**src/rtl/bin_to_seg_encoder.sv**
```systemverilog
// Binary (0..9999) to 4-digit 7-segment word using sequential double-dabble.
// Byte k of o_seg_data drives digit k (byte 0 = ones); bit7 of each byte is the dp.
module bin_to_seg_encoder #(
    parameter bit P_ACTIVE_LOW = 1'b1,
    parameter bit P_BLANK_LZ   = 1'b1
) (
    input  logic        i_clk,
    input  logic        i_rst,
    input  logic [13:0] i_value,
    input  logic [3:0]  i_dp,
    input  logic        i_valid,
    output logic        o_busy,
    output logic        o_done,
    output logic [31:0] o_seg_data
);

    typedef enum logic [1:0] {
        ST_IDLE   = 2'd0,
        ST_SHIFT  = 2'd1,
        ST_ENCODE = 2'd2
    } state_t;

    localparam logic [31:0] SEG_OFF = {32{P_ACTIVE_LOW}};

    state_t      state_q, state_d;
    logic [13:0] bin_q, bin_d;
    logic [15:0] bcd_q, bcd_d;
    logic [3:0]  cnt_q, cnt_d;
    logic [3:0]  dp_q, dp_d;
    logic        ovf_q, ovf_d;
    logic        busy_q, busy_d;
    logic        done_q, done_d;
    logic [31:0] seg_q, seg_d;

    logic [15:0] bcd_adj;
    logic [3:0]  digit_zero;
    logic [3:0]  digit_blank;
    logic [31:0] seg_word;

    function automatic logic [6:0] glyph(input logic [3:0] d);
        case (d)
            4'd0:    glyph = 7'h3F;
            4'd1:    glyph = 7'h06;
            4'd2:    glyph = 7'h5B;
            4'd3:    glyph = 7'h4F;
            4'd4:    glyph = 7'h66;
            4'd5:    glyph = 7'h6D;
            4'd6:    glyph = 7'h7D;
            4'd7:    glyph = 7'h07;
            4'd8:    glyph = 7'h7F;
            4'd9:    glyph = 7'h6F;
            default: glyph = 7'h00;
        endcase
    endfunction

    genvar gi;
    generate
        for (gi = 0; gi < 4; gi++) begin : g_digit
            logic [3:0] nib;
            logic [6:0] seg7;
            logic [7:0] byte_ah;

            assign nib = bcd_q[gi*4 +: 4];
            assign bcd_adj[gi*4 +: 4] = (nib >= 4'd5) ? nib + 4'd3 : nib;
            assign digit_zero[gi] = (nib == 4'd0);

            always_comb begin
                seg7 = glyph(nib);
                if (ovf_q) begin
                    seg7 = 7'h40;
                end else if (digit_blank[gi]) begin
                    seg7 = 7'h00;
                end
            end

            assign byte_ah = {dp_q[gi], seg7};
            assign seg_word[gi*8 +: 8] = P_ACTIVE_LOW ? ~byte_ah : byte_ah;
        end
    endgenerate

    // A digit blanks only when it and every more-significant digit are zero.
    assign digit_blank[0] = 1'b0;
    assign digit_blank[1] = P_BLANK_LZ & digit_zero[3] & digit_zero[2] & digit_zero[1];
    assign digit_blank[2] = P_BLANK_LZ & digit_zero[3] & digit_zero[2];
    assign digit_blank[3] = P_BLANK_LZ & digit_zero[3];

    always_ff @(posedge i_clk) begin
        if (i_rst) begin
            state_q <= ST_IDLE;
            bin_q   <= '0;
            bcd_q   <= '0;
            cnt_q   <= '0;
            dp_q    <= '0;
            ovf_q   <= 1'b0;
            busy_q  <= 1'b0;
            done_q  <= 1'b0;
            seg_q   <= SEG_OFF;
        end else begin
            state_q <= state_d;
            bin_q   <= bin_d;
            bcd_q   <= bcd_d;
            cnt_q   <= cnt_d;
            dp_q    <= dp_d;
            ovf_q   <= ovf_d;
            busy_q  <= busy_d;
            done_q  <= done_d;
            seg_q   <= seg_d;
        end
    end

    always_comb begin
        state_d = state_q;
        case (state_q)
            ST_IDLE:   if (i_valid) state_d = ST_SHIFT;
            ST_SHIFT:  if (cnt_q == 4'd13) state_d = ST_ENCODE;
            ST_ENCODE: state_d = ST_IDLE;
            default:   state_d = ST_IDLE;
        endcase
    end

    always_comb begin
        bin_d  = bin_q;
        bcd_d  = bcd_q;
        cnt_d  = cnt_q;
        dp_d   = dp_q;
        ovf_d  = ovf_q;
        busy_d = busy_q;
        done_d = 1'b0;
        seg_d  = seg_q;
        case (state_q)
            ST_IDLE: begin
                if (i_valid) begin
                    bin_d  = i_value;
                    dp_d   = i_dp;
                    ovf_d  = (i_value > 14'd9999);
                    bcd_d  = '0;
                    cnt_d  = '0;
                    busy_d = 1'b1;
                end
            end
            ST_SHIFT: begin
                {bcd_d, bin_d} = {bcd_adj, bin_q} << 1;
                cnt_d = cnt_q + 4'd1;
            end
            ST_ENCODE: begin
                seg_d  = seg_word;
                done_d = 1'b1;
                busy_d = 1'b0;
            end
            default: begin
                busy_d = 1'b0;
            end
        endcase
    end

    assign o_busy     = busy_q;
    assign o_done     = done_q;
    assign o_seg_data = seg_q;

endmodule

```
**config.mk**
```make
export PLATFORM = sky130hd
export DESIGN_NAME = bin_to_seg_encoder
export DESIGN_NICKNAME = d
export VERILOG_FILES = /design/src/rtl/bin_to_seg_encoder.sv
export SDC_FILE = /design/constraint.sdc
export NUM_CORES = 1
export LEC_CHECK = 0
export CAP_MARGIN = 20
export CORE_AREA = 2 2 103 105
export DETAILED_ROUTE_END_ITERATION = 8
export DIE_AREA = 0 0 105 107
export PLACE_DENSITY = 0.71
export SLEW_MARGIN = 20
export SYNTH_ARGS = -nofsm -noshare
export SYNTH_HDL_FRONTEND = slang
export SYNTH_SLANG_ARGS = --single-unit
export TNS_END_PERCENT = 50
```
**constraint.sdc**
```tcl
create_clock -name i_clk -period 3.8 [get_ports i_clk]
set_input_delay 0.57 -clock i_clk [delete_from_list [all_inputs] [get_ports i_clk]]
set_output_delay 0.57 -clock i_clk [all_outputs]
set_load 0.05 [all_outputs]
```
==> reports/results.txt <==
Fin. max-slew vios: 0
Synth Cell Area: 4930 sq um
Number of synthesized flops with an enable pin: 0
Flip-flop and latch count after synthesis: 103
Diodes inserted: 0
Status: completed
Yosys top cell by area: dfxtp_1
Final min period: 2.86 ns
# Post-CTS Setup Buffers: 0
Hold path cells: 2
Critical path data required time: 4.10 ns
Worst skew pair latency: 0.37 ns
Placeable Area: 10100 sq um
Via-to-Cell Ratio: 5.50
Critical Path AT: 3.16 ns
Most frequent cells in the layout: dfxtp_1 (103), nand2_1 (77), nor2_1 (58), clkdlybuf4s50_1 (54), o21ai_0 (44)
PwrDens: 339 nW/um^2
Commonest non-fill, non-tap cell in the layout: dfxtp_1
Syn Nets: 633
DR WL/cell: 14.1 microns
Via count: 4147
Worst hold endpoint: dp_q[2]
Worst slew pin tran: 0.864 ns
Final core occ: 56.9%
Final period util: 75.3%
Initial Util: 48.9%
WL final: 10700 microns
# DRC: 0
TritonCTS Buffers: 9
R2r worst-path depth: 8
Ys async rst share: 0%
Setup TNS: 0 ns
HP Start: dp_q[2]
Synth Flop Type: dfxtp_1
WS Path Type: reg -> reg
Worst Skew: 0.00901 ns
CTS Sinks: 103
Leakage: 2.20 nW
Area contributors post-synth: dfxtp_1 (42%), ha_1 (9.1%), nand2_1 (5.9%), o21ai_0 (4.5%), nor2_1 (4.4%)
Total track usage: 19.7%
CTS Hold Bufs: 0
Remaining global-route overflow: 0
IO Port Bufs: 54
Die footprint: 11200 sq um
Pin count of the biggest net entering global routing: 44
Mapped Cells: 576
Dpl hpwl: 7520 microns
Max Cap Violations: 0
Htree depth: 3
Antenna Violating Nets Remaining: 0
Number of global-route vias before repair: 3873
Critical-path maximum fanout: 21
Rel. slew slack: 42.4%
RSZ-0062 raised after global routing: false
Site Rows: 37
Initial antenna violation count: 0
Peak supply drop: 0.201 mV
DR iter-0 viols: 160
Synth Warn #: 0
Synth top area share: 41.8%
Final net count: 671
CTS tree: built
Layout cells sized above 1: 5.99%
Root Driver: clkbuf_8
Die Y-Extent: 107 microns
RePlAce Congestion: 0.840
Layout overhead on the synthesized area: 16.5%
Min-Delay Path Class: reg -> reg
Post-synthesis sequential area ratio: 41.8%
Post-synth cell types: 61
Die X: 105 microns
First-pass GRT wire length: 18100 microns
I/O Pins: 55
Setup violators final: 0
Mean Syn Cell Area: 8.56 sq um
Clk slew on worst S/H paths: 0.09 ns
Kind of end point of the critical path: flip-flop
Resize count post-CTS: 0
CTS max path bufs: 2
CP startpoint kind: flip-flop
Reg2reg setup slack: 0.94 ns
First-pass iteration count of the detailed router: 5
FF-to-FF Start: state_q[0]
F_max: 350 MHz
Fin. Hold Viols: 0
[power by group]
part           internal, mW  switching (mW)  leakage [nW]
Combinational        0.0561          0.0794          1.27
Clock                 0.336           0.353        0.0985
Sequential             1.10          0.0185         0.837
Total                  1.49           0.451          2.20
[critical path: stages (launching register included)]
cell	delay, ns
dfxtp_1	0.75
o21ba_2	0.34
nor3_1	0.06
a211oi_1	0.66
inv_1	0.22
ha_1	0.26
nor4_1	0.27
a311oi_1	0.09
a21oi_1	0.15
[stage by stage]
step	setup slack [ns]	cells	power (mW)	instance area (sq um)	hold WS, ns
after detailed placement	0.626	739	1.28	5550	0.447
after global placement	0.710	739	1.28	5550	0.443
after global routing	0.618	754	2.02	5740	0.478
after CTS	0.920	754	1.96	5740	0.460
after floorplan	1.22	576	1.23	4930	0.436
final	0.939	754	1.94	5740	0.461
[per-layer routing]
metal | global-route usage (%) | vias to the layer above | share of wire, %
li1 | - | 2105 | -
met1 | 25.5 | 1919 | 46
met2 | 33.0 | 112 | 47
met3 | 2.86 | 11 | 5.3
met4 | 7.81 | 0 | 1.5
met5 | 0 | - | 0
[synth_stat cells, types with 7 or more instances]
cell type / number
nand2b_1: 8
o311ai_0: 8
ha_1: 36
a21oi_1: 29
a21o_1: 7
o2bb2ai_1: 12
o21ai_0: 44
dfxtp_1: 103
nor3b_1: 10
nand2_1: 77
a211oi_1: 17
clkbuf_1: 26
o211ai_1: 10
inv_1: 23
nand3_1: 18
nor2_1: 58
[cells by family after synthesis]
group,after synthesis,share of synthesized area [%]
mux,2,0.406
fa+ha+maj,36,9.13
compound gates,173,24.9
simple gates,196,17.7
flops,103,41.8
buf+inv,62,5.25
xor+xnor,4,0.711
[cell type report]
cell class	count	area [sq um]
fillers	948	4350
multi-input cells	411	2610
flip-flops and latches	103	2060
repair buffers	62	601
well taps	136	170
clock buffers	12	155
inverters	27	103
clock inverters	3	42.5
[how the worst max path moves through the flow]
stage                     from        end  slack [ns]  cells past startpoint
global placement         i_rst  flip-flop        0.71                      9
floorplan              i_valid  flip-flop        1.22                     10
global route        state_q[0]  flip-flop        0.62                      8
finish              state_q[0]  flip-flop        0.94                      8
detailed placement       i_rst  flip-flop        0.63                      9
CTS                 state_q[0]  flip-flop        0.92                      8
(Power assumes the default switching activity.)
